### config.mk
export PLATFORM = sky130hd
export DESIGN_NAME = multicycle_ctrl
export DESIGN_NICKNAME = d
export VERILOG_FILES = /design/src/rtl/multicycle_ctrl.sv
export SDC_FILE = /design/constraint.sdc
export NUM_CORES = 1
export LEC_CHECK = 0
export BUFFER_PORTS_ARGS = -buffer_cell sky130_fd_sc_hd__clkbuf_2
export CAP_MARGIN = 20
export CORE_AREA = 3 3 50 43
export CTS_CLUSTER_SIZE = 8
export DETAILED_ROUTE_END_ITERATION = 7
export DIE_AREA = 0 0 53 46
export PLACE_DENSITY = 0.77
export SETUP_SLACK_MARGIN = 0.15
export SLEW_MARGIN = 20
export SYNTH_ARGS = -nofsm -noshare
export SYNTH_HDL_FRONTEND = slang
export SYNTH_SLANG_ARGS = --single-unit
### constraint.sdc
create_clock -name clk -period 1.2 [get_ports clk]
set_input_delay 0.12 -clock clk [delete_from_list [all_inputs] [get_ports clk]]
set_output_delay 0.12 -clock clk [all_outputs]
set_load 0.02 [all_outputs]
### src/rtl/multicycle_ctrl.sv
// multicycle_ctrl: main control FSM for a multi-cycle RV32I datapath
// (lw, sw, R-type, I-type ALU, beq/bne, jal) sharing one ALU and one memory.
module multicycle_ctrl #(
   parameter logic [3:0] RESET_STATE = 4'd0
) (
   input  logic       clk,
   input  logic       rst_n,
   input  logic [6:0] Opcode,
   input  logic [2:0] funct3,
   input  logic       funct7b5,
   input  logic       Zero,
   output logic       PCWrite,
   output logic       AdrSrc,
   output logic       MemWrite,
   output logic       IRWrite,
   output logic       RegWrite,
   output logic [1:0] ResultSrc,
   output logic [1:0] ALUSrcA,
   output logic [1:0] ALUSrcB,
   output logic [2:0] ALUControl,
   output logic [1:0] ImmSrc,
   output logic       instr_done,
   output logic       illegal,
   output logic [3:0] state
);
   typedef enum logic [3:0] {
      FETCH = 4'd0, DECODE = 4'd1, MEMADR = 4'd2, MEMREAD = 4'd3,
      MEMWB = 4'd4, MEMWRITE = 4'd5, EXECR = 4'd6, ALUWB = 4'd7,
      EXECI = 4'd8, JAL = 4'd9, BRANCH = 4'd10, TRAP = 4'd11
   } state_t;
   localparam logic [6:0] OP_LW  = 7'b0000011;
   localparam logic [6:0] OP_SW  = 7'b0100011;
   localparam logic [6:0] OP_R   = 7'b0110011;
   localparam logic [6:0] OP_I   = 7'b0010011;
   localparam logic [6:0] OP_JAL = 7'b1101111;
   localparam logic [6:0] OP_BR  = 7'b1100011;
   state_t     r_state, w_next;
   logic       r_illegal;
   logic       w_pcw, w_mw, w_irw, w_rw, w_done;
   logic [2:0] w_funct_alu;
   always_comb begin
      w_next = FETCH;
      case (r_state)
         FETCH:   w_next = DECODE;
         DECODE:  w_next = (Opcode == OP_LW || Opcode == OP_SW) ? MEMADR :
                           (Opcode == OP_R)   ? EXECR :
                           (Opcode == OP_I)   ? EXECI :
                           (Opcode == OP_JAL) ? JAL :
                           (Opcode == OP_BR)  ? BRANCH : TRAP;
         MEMADR:  w_next = (Opcode == OP_SW) ? MEMWRITE : MEMREAD;
         MEMREAD: w_next = MEMWB;
         EXECR, EXECI, JAL: w_next = ALUWB;
         TRAP:    w_next = TRAP;
         default: w_next = FETCH;
      endcase
   end
   always_ff @(posedge clk) begin
      if (!rst_n) begin
         r_state   <= state_t'(RESET_STATE);
         r_illegal <= 1'b0;
      end else begin
         r_state   <= w_next;
         r_illegal <= r_illegal | (w_next == TRAP);
      end
   end
   // Unsupported funct3 values fall back to add rather than trapping
   assign w_funct_alu = (funct3 == 3'b010) ? 3'b101 :
                        (funct3 == 3'b110) ? 3'b011 :
                        (funct3 == 3'b111) ? 3'b010 :
                        (funct3 == 3'b000 && Opcode == OP_R && funct7b5) ? 3'b001 : 3'b000;
   always_comb begin
      w_pcw      = 1'b0;
      w_mw       = 1'b0;
      w_irw      = 1'b0;
      w_rw       = 1'b0;
      w_done     = 1'b0;
      AdrSrc     = 1'b0;
      ResultSrc  = 2'b00;
      ALUSrcA    = 2'b00;
      ALUSrcB    = 2'b00;
      ALUControl = 3'b000;
      case (r_state)
         FETCH:    begin w_irw = 1'b1; w_pcw = 1'b1; ALUSrcB = 2'b10; ResultSrc = 2'b10; end
         DECODE:   begin ALUSrcA = 2'b01; ALUSrcB = 2'b01; end
         MEMADR:   begin ALUSrcA = 2'b10; ALUSrcB = 2'b01; end
         MEMREAD:  AdrSrc = 1'b1;
         MEMWRITE: begin AdrSrc = 1'b1; w_mw = 1'b1; w_done = 1'b1; end
         MEMWB:    begin ResultSrc = 2'b01; w_rw = 1'b1; w_done = 1'b1; end
         EXECR:    begin ALUSrcA = 2'b10; ALUControl = w_funct_alu; end
         EXECI:    begin ALUSrcA = 2'b10; ALUSrcB = 2'b01; ALUControl = w_funct_alu; end
         ALUWB:    begin w_rw = 1'b1; w_done = 1'b1; end
         JAL:      begin ALUSrcA = 2'b01; ALUSrcB = 2'b10; w_pcw = 1'b1; end
         BRANCH:   begin
            ALUSrcA    = 2'b10;
            ALUControl = 3'b001;
            w_done     = 1'b1;
            w_pcw      = (funct3 == 3'b000 && Zero) || (funct3 == 3'b001 && !Zero);
         end
         default:  ;
      endcase
   end
   // Enables are gated by reset so an abandoned instruction never writes
   assign PCWrite    = rst_n & w_pcw;
   assign MemWrite   = rst_n & w_mw;
   assign IRWrite    = rst_n & w_irw;
   assign RegWrite   = rst_n & w_rw;
   assign instr_done = rst_n & w_done;
   assign ImmSrc     = (Opcode == OP_SW)  ? 2'b01 :
                       (Opcode == OP_BR)  ? 2'b10 :
                       (Opcode == OP_JAL) ? 2'b11 : 2'b00;
   assign illegal    = r_illegal;
   assign state      = r_state;
endmodule

==> flow_metrics.env, run 1 <==
export IMPL_outcome="did not finish"
export IMPL_lastStage="global routing"
export IMPL_error="[ERROR DPL-0038] Utilization greater than 100%, impossible to legalize"
export IMPL_cts_made_buffers=3
export IMPL_grt_max_degree=11
export IMPL_gp_congestion=0.858
export IMPL_clock_sinks=5
export IMPL_htreeDepth=1
export IMPL_dieHeight_um=46
export IMPL_boundaryPins=36
export IMPL_grt_worst_setup_endpoint="PCWrite"
export IMPL_syn_area_per_cell_sq_um=7.10
export IMPL_yosysSeqAreaShare_pct=16.2
export IMPL_syn_nets=101
export IMPL_syn_area_sq_um=618
export IMPL_cts_path_max_buffers=2
export IMPL_dp_hpwl_um=2020
export IMPL_initial_core_util_pct=37.6
export IMPL_num_rows=13
export IMPL_ys_types=37
export IMPL_cts_root_buf="clkbuf_4"
export IMPL_synth_edf_count=0
export IMPL_portBuffers=35
export IMPL_endpoint_type="primary output"
export IMPL_syn_inst=87
export IMPL_die_w_um=53
export IMPL_synth_async_reset_ratio_pct=0
export IMPL_synth_ff_type="dfxtp_1"
export IMPL_ys_seq_elements=5
export IMPL_yosys_warnings=0
cells by family after synthesis:
family / Yosys count / synth area share [%]
buffers and inverters: 10 / 11.3
flip-flops: 5 / 16.2
XOR/XNOR: 3 / 4.25
AO/OA/AOI/OAI: 21 / 23.9
multiplexers: 1 / 1.82
AND/OR/NAND/NOR: 47 / 42.5
repair_timing:
action,4_1_cts
cloned,0
setup buffers,6
resized for setup,46
hold buffers,0
endpoints found under the setup margin,22
pin swaps,8
cell usage after synthesis, drive strengths merged (2+ instances only):
cell type,number,area share (%)
nor2,7,4.3
dfxtp,5,16
and4,5,7.1
or3,4,4.3
xnor2,3,4.3
a211oi,2,2.4
o211ai,2,3.2
clkbuf,5,8.1
nor4,2,2.0
o21ai,5,4.0
and2,2,2.2
nor3,4,3.2
nand3,3,2.4
a21oi,4,3.2
inv,3,1.8
nand2b,5,5.1
nand2,11,6.7
metrics by stage:
stage,TNS (ns),cell area [sq um],setup WS [ns],hold slack [ns],std cells
CTS,-4.14,1430,-0.360,0.191,180
floorplan,-1.57,828,-0.196,0.246,87
detailed placement,-2.02,1190,-0.315,0.447,170
global placement,-1.60,1190,-0.241,0.432,170
==> inputs of run 2 (changes only) <==
--- a/config.mk
+++ b/config.mk
@@ -7,12 +7,10 @@
 export LEC_CHECK = 0
 export BUFFER_PORTS_ARGS = -buffer_cell sky130_fd_sc_hd__clkbuf_2
 export CAP_MARGIN = 20
-export CORE_AREA = 3 3 50 43
-export CTS_CLUSTER_SIZE = 8
+export CORE_AREA = 3 3 64 66
 export DETAILED_ROUTE_END_ITERATION = 7
-export DIE_AREA = 0 0 53 46
-export PLACE_DENSITY = 0.77
-export SETUP_SLACK_MARGIN = 0.15
+export DIE_AREA = 0 0 67 69
+export PLACE_DENSITY_LB_ADDON = 0.15
 export SLEW_MARGIN = 20
 export SYNTH_ARGS = -nofsm -noshare
 export SYNTH_HDL_FRONTEND = slang
==> constraint.sdc (replaced) <==
create_clock -name clk -period 1.6 [get_ports clk]
set_input_delay 0.16 -clock clk [delete_from_list [all_inputs] [get_ports clk]]
set_output_delay 0.16 -clock clk [all_outputs]
set_load 0.02 [all_outputs]
==> flow_metrics.env, run 2 <==
export IMPL_outcome="finished, final reports clean"
export IMPL_finalCritPeriodShare_pct=96.7
export IMPL_drc=0
export IMPL_yosysSeqAreaShare_pct=16.2
export IMPL_ant_nets=0
export IMPL_slew_limit_headroom_pct=73.4
export IMPL_clock_skew_ns=0.000243
export IMPL_cp_required_ns=1.44
export IMPL_cpMaxStageDelayCell="or3_4"
export IMPL_mostFrequentLayoutCell="clkbuf_2"
export IMPL_clkLatencyLatePin_ns=0.22
export IMPL_synth_ff_type="dfxtp_1"
export IMPL_portBuffers=35
export IMPL_grt_pass1_wl_um=3770
export IMPL_ys_seq_elements=5
export IMPL_hold_class="in2reg"
export IMPL_hold_depth=2
export IMPL_grt_pass1_vias=844
export IMPL_via_count=856
export IMPL_tightest_slew_ns=0.389
export IMPL_drv_cap=0
export IMPL_gp_congestion=0.781
export IMPL_setup_violations=0
export IMPL_firstDrtPassIters=4
export IMPL_syn_area_per_cell_sq_um=7.10
export IMPL_crit_fanout=4
export IMPL_coreArea_sq_mm=0.00363
export IMPL_syn_inst=87
export IMPL_hold_path_startpoint="rst_n"
export IMPL_grt_use_total_pct=10.2
export IMPL_nets=155
export IMPL_drive_gt1_share_pct=55.0
export IMPL_synth_top_area_cell="dfxtp_1"
export IMPL_synth_most_common_cell="nand2_1"
export IMPL_syn_nets=101
export IMPL_num_rows=22
export IMPL_finalHoldViolCount=0
export IMPL_timing_fmax_ghz=0.646
export IMPL_clock_sinks=5
export IMPL_worst_path_stages=6
export IMPL_die_w_um=67
export IMPL_cpLargestDelayFamily="simple AND/OR/NAND/NOR gates"
export IMPL_drtIter0Drc=46
export IMPL_ys_types=37
export IMPL_cts_path_max_buffers=2
export IMPL_cp_cell_sequence="clkinv_2, buf_6, nor2_1, or3_4, a21oi_2, buf_4"
export IMPL_synth_async_reset_ratio_pct=0
export IMPL_boundaryPins=36
export IMPL_path_buf_inv=3
export IMPL_drv_slew=0
export IMPL_min_period_ns=1.55
export IMPL_htreeDepth=1
export IMPL_clkSlewWorstSetupHoldPaths_ns=0.03
export IMPL_antenna_found_initial=0
export IMPL_finalWorstSetupSlack_ns=0.0525
export IMPL_largest_reg_flops=4
export IMPL_cp_startpoint="state[0]"
export IMPL_syn_area_sq_um=618
export IMPL_finalSetupTns_ns=0
export IMPL_grt_max_degree=13
export IMPL_critical_path_max_stage_delay_ns=0.37
export IMPL_cts_made_buffers=3
export IMPL_ys_top_cells_by_area="dfxtp_1, and4_1, clkbuf_8"
export IMPL_yosys_warnings=0
export IMPL_synth_common_cells="nand2_1, nor2_1"
export IMPL_p_leak_nw=0.487
export IMPL_dp_hpwl_um=1810
export IMPL_dieHeight_um=69
export IMPL_routedWlPerCell_um=12.3
export IMPL_synth_edf_count=0
export IMPL_dp_slack_ns=-0.0228
export IMPL_pwr_density_cell_mw_per_mm2=1880
export IMPL_worst_setup_path_type="reg2out"
export IMPL_r2r_start="state[0]"
export IMPL_start_kind="flip-flop"
export IMPL_irDropWorstVdd_v=0.000423
export IMPL_area_growth_syn_to_layout_pct=74.3
export IMPL_cp_end_kind="output port"
export IMPL_crit_arrival_ns=1.39
export IMPL_layout_common_cells="clkbuf_2, buf_4, nand2_1"
export IMPL_gr_total_overflow=0
export IMPL_initial_core_util_pct=17.0
export IMPL_die_area_sq_mm=0.00462
export IMPL_postRouteWirelength_um=2300
export IMPL_synth_top_area_share_pct=16.2
export IMPL_routed_via_density=4.55
export IMPL_cts_root_buf="clkbuf_8"
export IMPL_tritoncts="yes"
export IMPL_rr_worst_depth=5
export IMPL_n_antenna_cell=0
run 2: cell counts after synthesis:
No cell type changed its count.
run 2: logic make-up (layout without fill, tap and decap cells):
| family | count (synthesis) | count (layout) | synth area share (%) |
|---|---|---|---|
| buf+inv | 10 | 63 | 11.3 |
| xor+xnor | 3 | 3 | 4.25 |
| mux | 1 | 1 | 1.82 |
| flops | 5 | 5 | 16.2 |
| compound gates | 21 | 21 | 23.9 |
| simple gates | 47 | 47 | 42.5 |
run 2: final timing paths:
| check | to | slack [ns] |
|---|---|---|
| max reg2reg | state[2] | 0.16 |
| min reg2reg | illegal | 0.50 |
| min | illegal | 0.28 |
| max | ALUSrcB[1] | 0.05 |
run 2: worst register-to-register path, delay by kind of cell, from the launching register on:
kind | cells | cell delay (ns)
muxes | 1 | 0.27
and+or+nand+nor | 1 | 0.21
buffers and inverters | 1 | 0.18
DFF | 1 | 0.31
AOI/OAI and AO/OA | 2 | 0.36
run 2: stage by stage:
| stage | instance area [sq um] | cells | power [mW] | hold slack, ns | util (%) |
|---|---|---|---|---|---|
| global placement | 918 | 179 | 1.61 | 0.468 | 25.3 |
| global route | 1080 | 188 | 2.21 | 0.326 | 29.6 |
| CTS | 987 | 183 | 1.88 | 0.280 | 27.2 |
| finish | 1080 | 188 | 2.03 | 0.280 | 29.6 |
| detailed placement | 918 | 179 | 1.60 | 0.494 | 25.3 |
| floorplan | 627 | 87 | 1.17 | 0.286 | - |
run 2: metal layers:
layer / up-vias / global-route usage, % / routed length (um) / share of wire [%]
met3: 0 / 2.12 / 163 / 7.1
met4: 0 / 2.70 / 0 / 0
met5: - / 0 / 0 / 0
met1: 401 / 13.5 / 1040 / 45
li1: 431 / - / - / -
met2: 24 / 16.4 / 1100 / 48
run 2: what timing repair did:
item / in CTS / in global routing
hold buffers: 0 / 0
hold endpoints to repair: 0 / 0
endpoints found under the setup margin: 5 / 9
resized for setup: 8 / 19
pin swaps: 0 / 4
buffers inserted: 0 / 5
run 2: cell type report:
class | instances | area, sq um
clock buffers | 4 | 45.0
flip-flops and latches | 5 | 104
inverters | 4 | 16.3
repair buffers | 55 | 339
multi-input cells | 72 | 513
well taps | 48 | 60.1
fillers | 410 | 2560
run 2: report_power, final:
group          switching (mW)  total, mW  leakage [nW]  internal, mW
registers              0.0646      0.252        0.0420         0.188
clock network          0.0602      0.231        0.0228         0.171
logic                   0.865       1.54         0.422         0.679
total                   0.990       2.03         0.487          1.04
Note: power is estimated with default switching activity, not from simulation.
==> inputs of run 3 (changes only) <==
==> constraint.sdc (replaced) <==
create_clock -name clk -period 1.6 [get_ports clk]
set_input_delay 0.08 -clock clk [delete_from_list [all_inputs] [get_ports clk]]
set_output_delay 0.08 -clock clk [all_outputs]
set_load 0.02 [all_outputs]
==> flow_metrics.env, run 3 (same netlist as run 2, synthesis figures left out) <==
export IMPL_outcome="finished, final reports clean"
export IMPL_use_met1_pct=13.7
export IMPL_pwr_density_cell_mw_per_mm2=1990
export IMPL_power_mw=1.94
export IMPL_rsz0062_at_grt="true"
export IMPL_largest_reg_flops=4
export IMPL_coreArea_sq_mm=0.00363
export IMPL_dieHeight_um=69
export IMPL_rr_worst_depth=6
export IMPL_portBuffers=35
export IMPL_finalSetupTns_ns=0
export IMPL_num_fill_cells=435
export IMPL_firstDrtPassIters=4
export IMPL_htreeDepth=1
export IMPL_power_frac_seq_pct=14.3
export IMPL_drc=0
export IMPL_clockPowerShare_pct=11.9
export IMPL_multi_input_area_sq_um=478
export IMPL_antenna_found_initial=0
export IMPL_clock_skew_ns=0.000183
export IMPL_grt_max_degree=15
export IMPL_r2r_start="state[1]"
export IMPL_setup_violations=0
export IMPL_mostFrequentLayoutCell="clkbuf_2"
export IMPL_die_w_um=67
export IMPL_tritoncts="yes"
export IMPL_finalHoldViolCount=0
export IMPL_num_rows=22
export IMPL_via_count=794
export IMPL_min_to="illegal"
export IMPL_cp_required_ns=1.52
export IMPL_routedWlPerCell_um=12.6
export IMPL_postRouteWirelength_um=2250
export IMPL_cpLargestDelayFamily="simple AND/OR/NAND/NOR gates"
export IMPL_grtUsageMet2_pct=15.4
export IMPL_grt_pass1_wl_um=3660
export IMPL_crit_fanout=14
export IMPL_p_leak_nw=0.430
export IMPL_cts_made_buffers=3
export IMPL_reg2reg_to="illegal"
export IMPL_routed_via_density=4.46
export IMPL_cts_path_max_buffers=2
export IMPL_worst_setup_path_type="reg2out"
export IMPL_grt_pass1_vias=759
export IMPL_hold_class="in2reg"
export IMPL_p_int_mw=0.964
export IMPL_hold_path_startpoint="rst_n"
export IMPL_cp_cell_sequence="buf_6, nand2b_1, o21ai_2, and4_1, buf_2"
export IMPL_dp_hpwl_um=1830
export IMPL_clock_sinks=5
export IMPL_die_area_sq_mm=0.00462
export IMPL_layout_common_cells="clkbuf_2, nand2_1, buf_4"
export IMPL_grt_busiest_layer="met2"
export IMPL_nets=145
export IMPL_path_buf_inv=2
export IMPL_ant_nets=0
export IMPL_area_growth_syn_to_layout_pct=57.7
export IMPL_gp_congestion=0.838
export IMPL_finalCritPeriodShare_pct=94.1
export IMPL_cpMaxStageDelayCell="dfxtp_1"
export IMPL_drive_gt1_share_pct=49.2
export IMPL_ff2ff_setup_slack_ns=0.16
export IMPL_cts_root_buf="clkbuf_8"
export IMPL_grt_use_total_pct=9.87
export IMPL_seq_area_sq_um=105
export IMPL_p_comb_share_pct=73.8
export IMPL_hold_depth=2
export IMPL_clkSlewWorstSetupHoldPaths_ns=0.03
export IMPL_critical_path_max_stage_delay_ns=0.34
export IMPL_slew_limit_headroom_pct=74.3
export IMPL_drtIter0Drc=22
export IMPL_start_kind="flip-flop"
export IMPL_boundaryPins=36
export IMPL_cp_end_kind="output port"
export IMPL_tightest_slew_ns=0.380
export IMPL_p_sw_mw=0.980
export IMPL_crit_arrival_ns=1.43
export IMPL_min_period_ns=1.51
export IMPL_timing_fmax_ghz=0.664
export IMPL_swShare_pct=50.4
export IMPL_gr_usage_met3_pct=1.79
export IMPL_clkLatencyLatePin_ns=0.22
export IMPL_initial_core_util_pct=17.0
export IMPL_gr_total_overflow=0
export IMPL_holdBufCountCts=0
export IMPL_irDropWorstVdd_v=0.000519
export IMPL_n_antenna_cell=0
export IMPL_drv_slew=0
export IMPL_drv_cap=0
-- run 3: cell count changes in the layout (fill, tap and decap cells not counted), moves of 2 or more --
cell / before / now
nand2b_4: 2 / 0
buf_4: 23 / 11
or3_4: 2 / 0
buf_2: 4 / 2
buf_6: 1 / 3
clkbuf_2: 27 / 29
or3_1: 1 / 3
-- run 3: worst max path at each step --
stage | start | end | cells past startpoint
floorplan | state[3] | ALUSrcB[1] | 5
global placement | state[1] | illegal | 6
detailed placement | Opcode[3] | ALUControl[0] | 6
CTS | state[0] | ALUSrcB[1] | 6
global route | state[0] | PCWrite | 6
finish | state[1] | ALUControl[1] | 5
-- run 3: final cells by class --
cell class                 instances  share of cell area [%]
multi-input combinational         72                    49.0
inverter                           4                    1.54
tap                               48                    6.16
timing repair buffer              45                    27.9
sequential                         5                    10.8
clock buffer                       4                    4.62
-- run 3: metal layers --
| layer | vias to the layer above | wire (um) |
|---|---|---|
| met4 | 0 | 0 |
| met2 | 21 | 988 |
| li1 | 412 | - |
| met3 | 0 | 141 |
| met5 | - | 0 |
| met1 | 361 | 1120 |
-- run 3: through the flow --
stage / hold slack [ns] / setup WS, ns / util [%] / std cells / cell area (sq um)
6_report: 0.194 / 0.0949 / 26.8 / 178 / 975
5_1_grt: 0.219 / -0.0149 / 26.8 / 178 / 975
4_1_cts: 0.186 / 0.0117 / 25.2 / 176 / 916
3_5_place_dp: 0.408 / 0.0844 / 23.8 / 172 / 866
3_3_place_gp: 0.400 / 0.0744 / 23.8 / 172 / 866
2_1_floorplan: 0.206 / -0.00824 / - / 87 / 626
-- run 3: power groups by stage --
stage | clock [mW] | combinational (mW) | sequential, mW
floorplan | 0 | 0.888 | 0.282
global placement | 0 | 1.33 | 0.267
detailed placement | 0 | 1.32 | 0.265
CTS | 0.238 | 1.34 | 0.271
global route | 0.245 | 1.56 | 0.295
finish | 0.232 | 1.43 | 0.278
-- run 3: timing repair --
item	4_1_cts	5_1_grt
setup endpoints to repair	5	8
pin swaps	0	1
gates resized for setup	4	18
setup buffers	0	2
==> inputs of run 4 (changes only) <==
--- a/config.mk
+++ b/config.mk
@@ -10,7 +10,7 @@
 export CORE_AREA = 3 3 64 66
 export DETAILED_ROUTE_END_ITERATION = 7
 export DIE_AREA = 0 0 67 69
-export PLACE_DENSITY_LB_ADDON = 0.15
+export PLACE_DENSITY = 0.45
 export SLEW_MARGIN = 20
 export SYNTH_ARGS = -nofsm -noshare
 export SYNTH_HDL_FRONTEND = slang
==> flow_metrics.env, run 4 (same netlist as run 2, synthesis figures left out) <==
export IMPL_outcome="finished, final reports clean"
export IMPL_worst_setup_path_type="reg2out"
export IMPL_fin_util_pct=26.2
export IMPL_drv_slew=0
export IMPL_start_kind="flip-flop"
export IMPL_n_antenna_cell=0
export IMPL_tightest_slew_ns=0.377
export IMPL_die_area_sq_mm=0.00462
export IMPL_crit_fanout=17
export IMPL_cp_cell_sequence="nor2_1, nand2_1, o21ai_1, and4_1, clkbuf_2"
export IMPL_dieHeight_um=69
export IMPL_cts_made_buffers=3
export IMPL_drv_cap=0
export IMPL_grt_pass1_wl_um=3520
export IMPL_crit_arrival_ns=1.48
export IMPL_rsz0062_at_grt="true"
export IMPL_portBuffers=35
export IMPL_gp_congestion=0.813
export IMPL_largest_reg_flops=4
export IMPL_area_growth_syn_to_layout_pct=54.3
export IMPL_grt_max_degree=18
export IMPL_power_frac_seq_pct=14.8
export IMPL_cp_required_ns=1.52
export IMPL_setup_violations=0
export IMPL_clkSlewWorstSetupHoldPaths_ns=0.04
export IMPL_grt_use_total_pct=9.73
export IMPL_htreeDepth=1
export IMPL_routedWlPerCell_um=11.6
export IMPL_clockPowerShare_pct=12.7
export IMPL_postRouteWirelength_um=2090
export IMPL_critical_path_max_stage_delay_ns=0.40
export IMPL_finalCritPeriodShare_pct=97.6
export IMPL_coreArea_sq_mm=0.00363
export IMPL_hold_class="in2reg"
export IMPL_num_fill_cells=426
export IMPL_slew_limit_headroom_pct=74.6
export IMPL_die_w_um=67
export IMPL_pwr_density_cell_mw_per_mm2=1930
export IMPL_holdBufCountCts=0
export IMPL_timing_fmax_ghz=0.640
export IMPL_dp_hpwl_um=1720
export IMPL_nets=147
export IMPL_antenna_found_initial=0
export IMPL_via_count=842
export IMPL_irDropWorstVdd_v=0.000439
export IMPL_finalHoldViolCount=0
export IMPL_routed_via_density=4.68
export IMPL_tritoncts="yes"
export IMPL_cpLargestDelayFamily="simple AND/OR/NAND/NOR gates"
export IMPL_mostFrequentLayoutCell="clkbuf_2"
export IMPL_drive_gt1_share_pct=47.7
export IMPL_cts_path_max_buffers=2
export IMPL_clock_sinks=5
export IMPL_path_buf_inv=1
export IMPL_firstDrtPassIters=4
export IMPL_clkLatencyLatePin_ns=0.22
export IMPL_cp_end_kind="output port"
export IMPL_whs_ns=0.175
export IMPL_swShare_pct=50.7
export IMPL_boundaryPins=36
export IMPL_cts_root_buf="clkbuf_8"
export IMPL_p_sw_mw=0.935
export IMPL_p_comb_share_pct=72.5
export IMPL_p_int_mw=0.909
export IMPL_grt_pass1_vias=804
export IMPL_drc=0
export IMPL_drtIter0Drc=18
export IMPL_min_period_ns=1.56
export IMPL_ant_nets=0
export IMPL_gr_total_overflow=0
export IMPL_clock_skew_ns=0.00283
export IMPL_num_rows=22
export IMPL_initial_core_util_pct=17.0
export IMPL_layout_common_cells="clkbuf_2, buf_4, nand2_1"
export IMPL_cpMaxStageDelayCell="dfxtp_2"
export IMPL_p_leak_nw=0.433
run 4: cell count changes in the layout (fill, tap and decap cells not counted), sizes merged:
cell	change
clkbuf	+5
buf	-3
clkinv	-1
inv	+1
run 4: area by class of cell:
| class | count | area, sq um | share of cell area [%] |
|---|---|---|---|
| Timing Repair Buffer | 47 | 268 | 28.1 |
| Clock buffer | 4 | 45.0 | 4.72 |
| Tap cell | 48 | 60.1 | 6.30 |
| Sequential cell | 5 | 103 | 10.8 |
| Inverter | 4 | 15.0 | 1.57 |
| Multi-Input combinational cell | 72 | 463 | 48.6 |
run 4: metal layers:
metal  track usage (%)  up-vias  routed length (um)
met5                 0        -                   0
met4              4.73        0                  48
met3              2.44        4                 143
met2              15.8       25                1030
met1              11.6      399                 872
li1                  -      414                   -
run 4: per-stage QoR:
| step | cells | area, sq um | setup TNS [ns] | setup WS [ns] | power (mW) |
|---|---|---|---|---|---|
| after floorplan | 87 | 626 | -0.00824 | -0.00824 | 1.17 |
| after global placement | 176 | 896 | 0 | 0.0819 | 1.59 |
| after detailed placement | 176 | 896 | 0 | 0.0942 | 1.59 |
| after CTS | 180 | 942 | 0 | 0.00736 | 1.84 |
| after global routing | 180 | 953 | -0.204 | -0.0714 | 2.02 |
| final | 180 | 953 | 0 | 0.0377 | 1.84 |
run 4: worst reg2reg max path: cells and delay by family (launching register included):
kind / cells / cell delay, ns
AOI/OAI and AO/OA: 2 / 0.32
buffers and inverters: 1 / 0.16
DFF: 1 / 0.34
muxes: 1 / 0.25
and+or+nand+nor: 1 / 0.21
run 4: timing repair:
| item | in CTS | in global routing |
|---|---|---|
| gates resized for setup | 2 | 5 |
| setup endpoints to repair | 7 | 5 |
| setup buffers | 0 | 0 |
run 4: power by group through the flow:
stage | Combinational [mW] | Clock (mW) | Sequential (mW)
floorplan | 0.888 | 0 | 0.282
global placement | 1.32 | 0 | 0.268
detailed placement | 1.32 | 0 | 0.268
CTS | 1.33 | 0.239 | 0.268
global route | 1.49 | 0.246 | 0.288
finish | 1.34 | 0.234 | 0.272
run 4: final timing paths:
path | start | to | slack (ns) | depth (start not counted)
max | state[3] | ALUControl[1] | 0.04 | 5
min | rst_n | illegal | 0.17 | 2
min reg2reg | illegal | illegal | 0.49 | 1
max reg2reg | state[1] | state[2] | 0.20 | 5
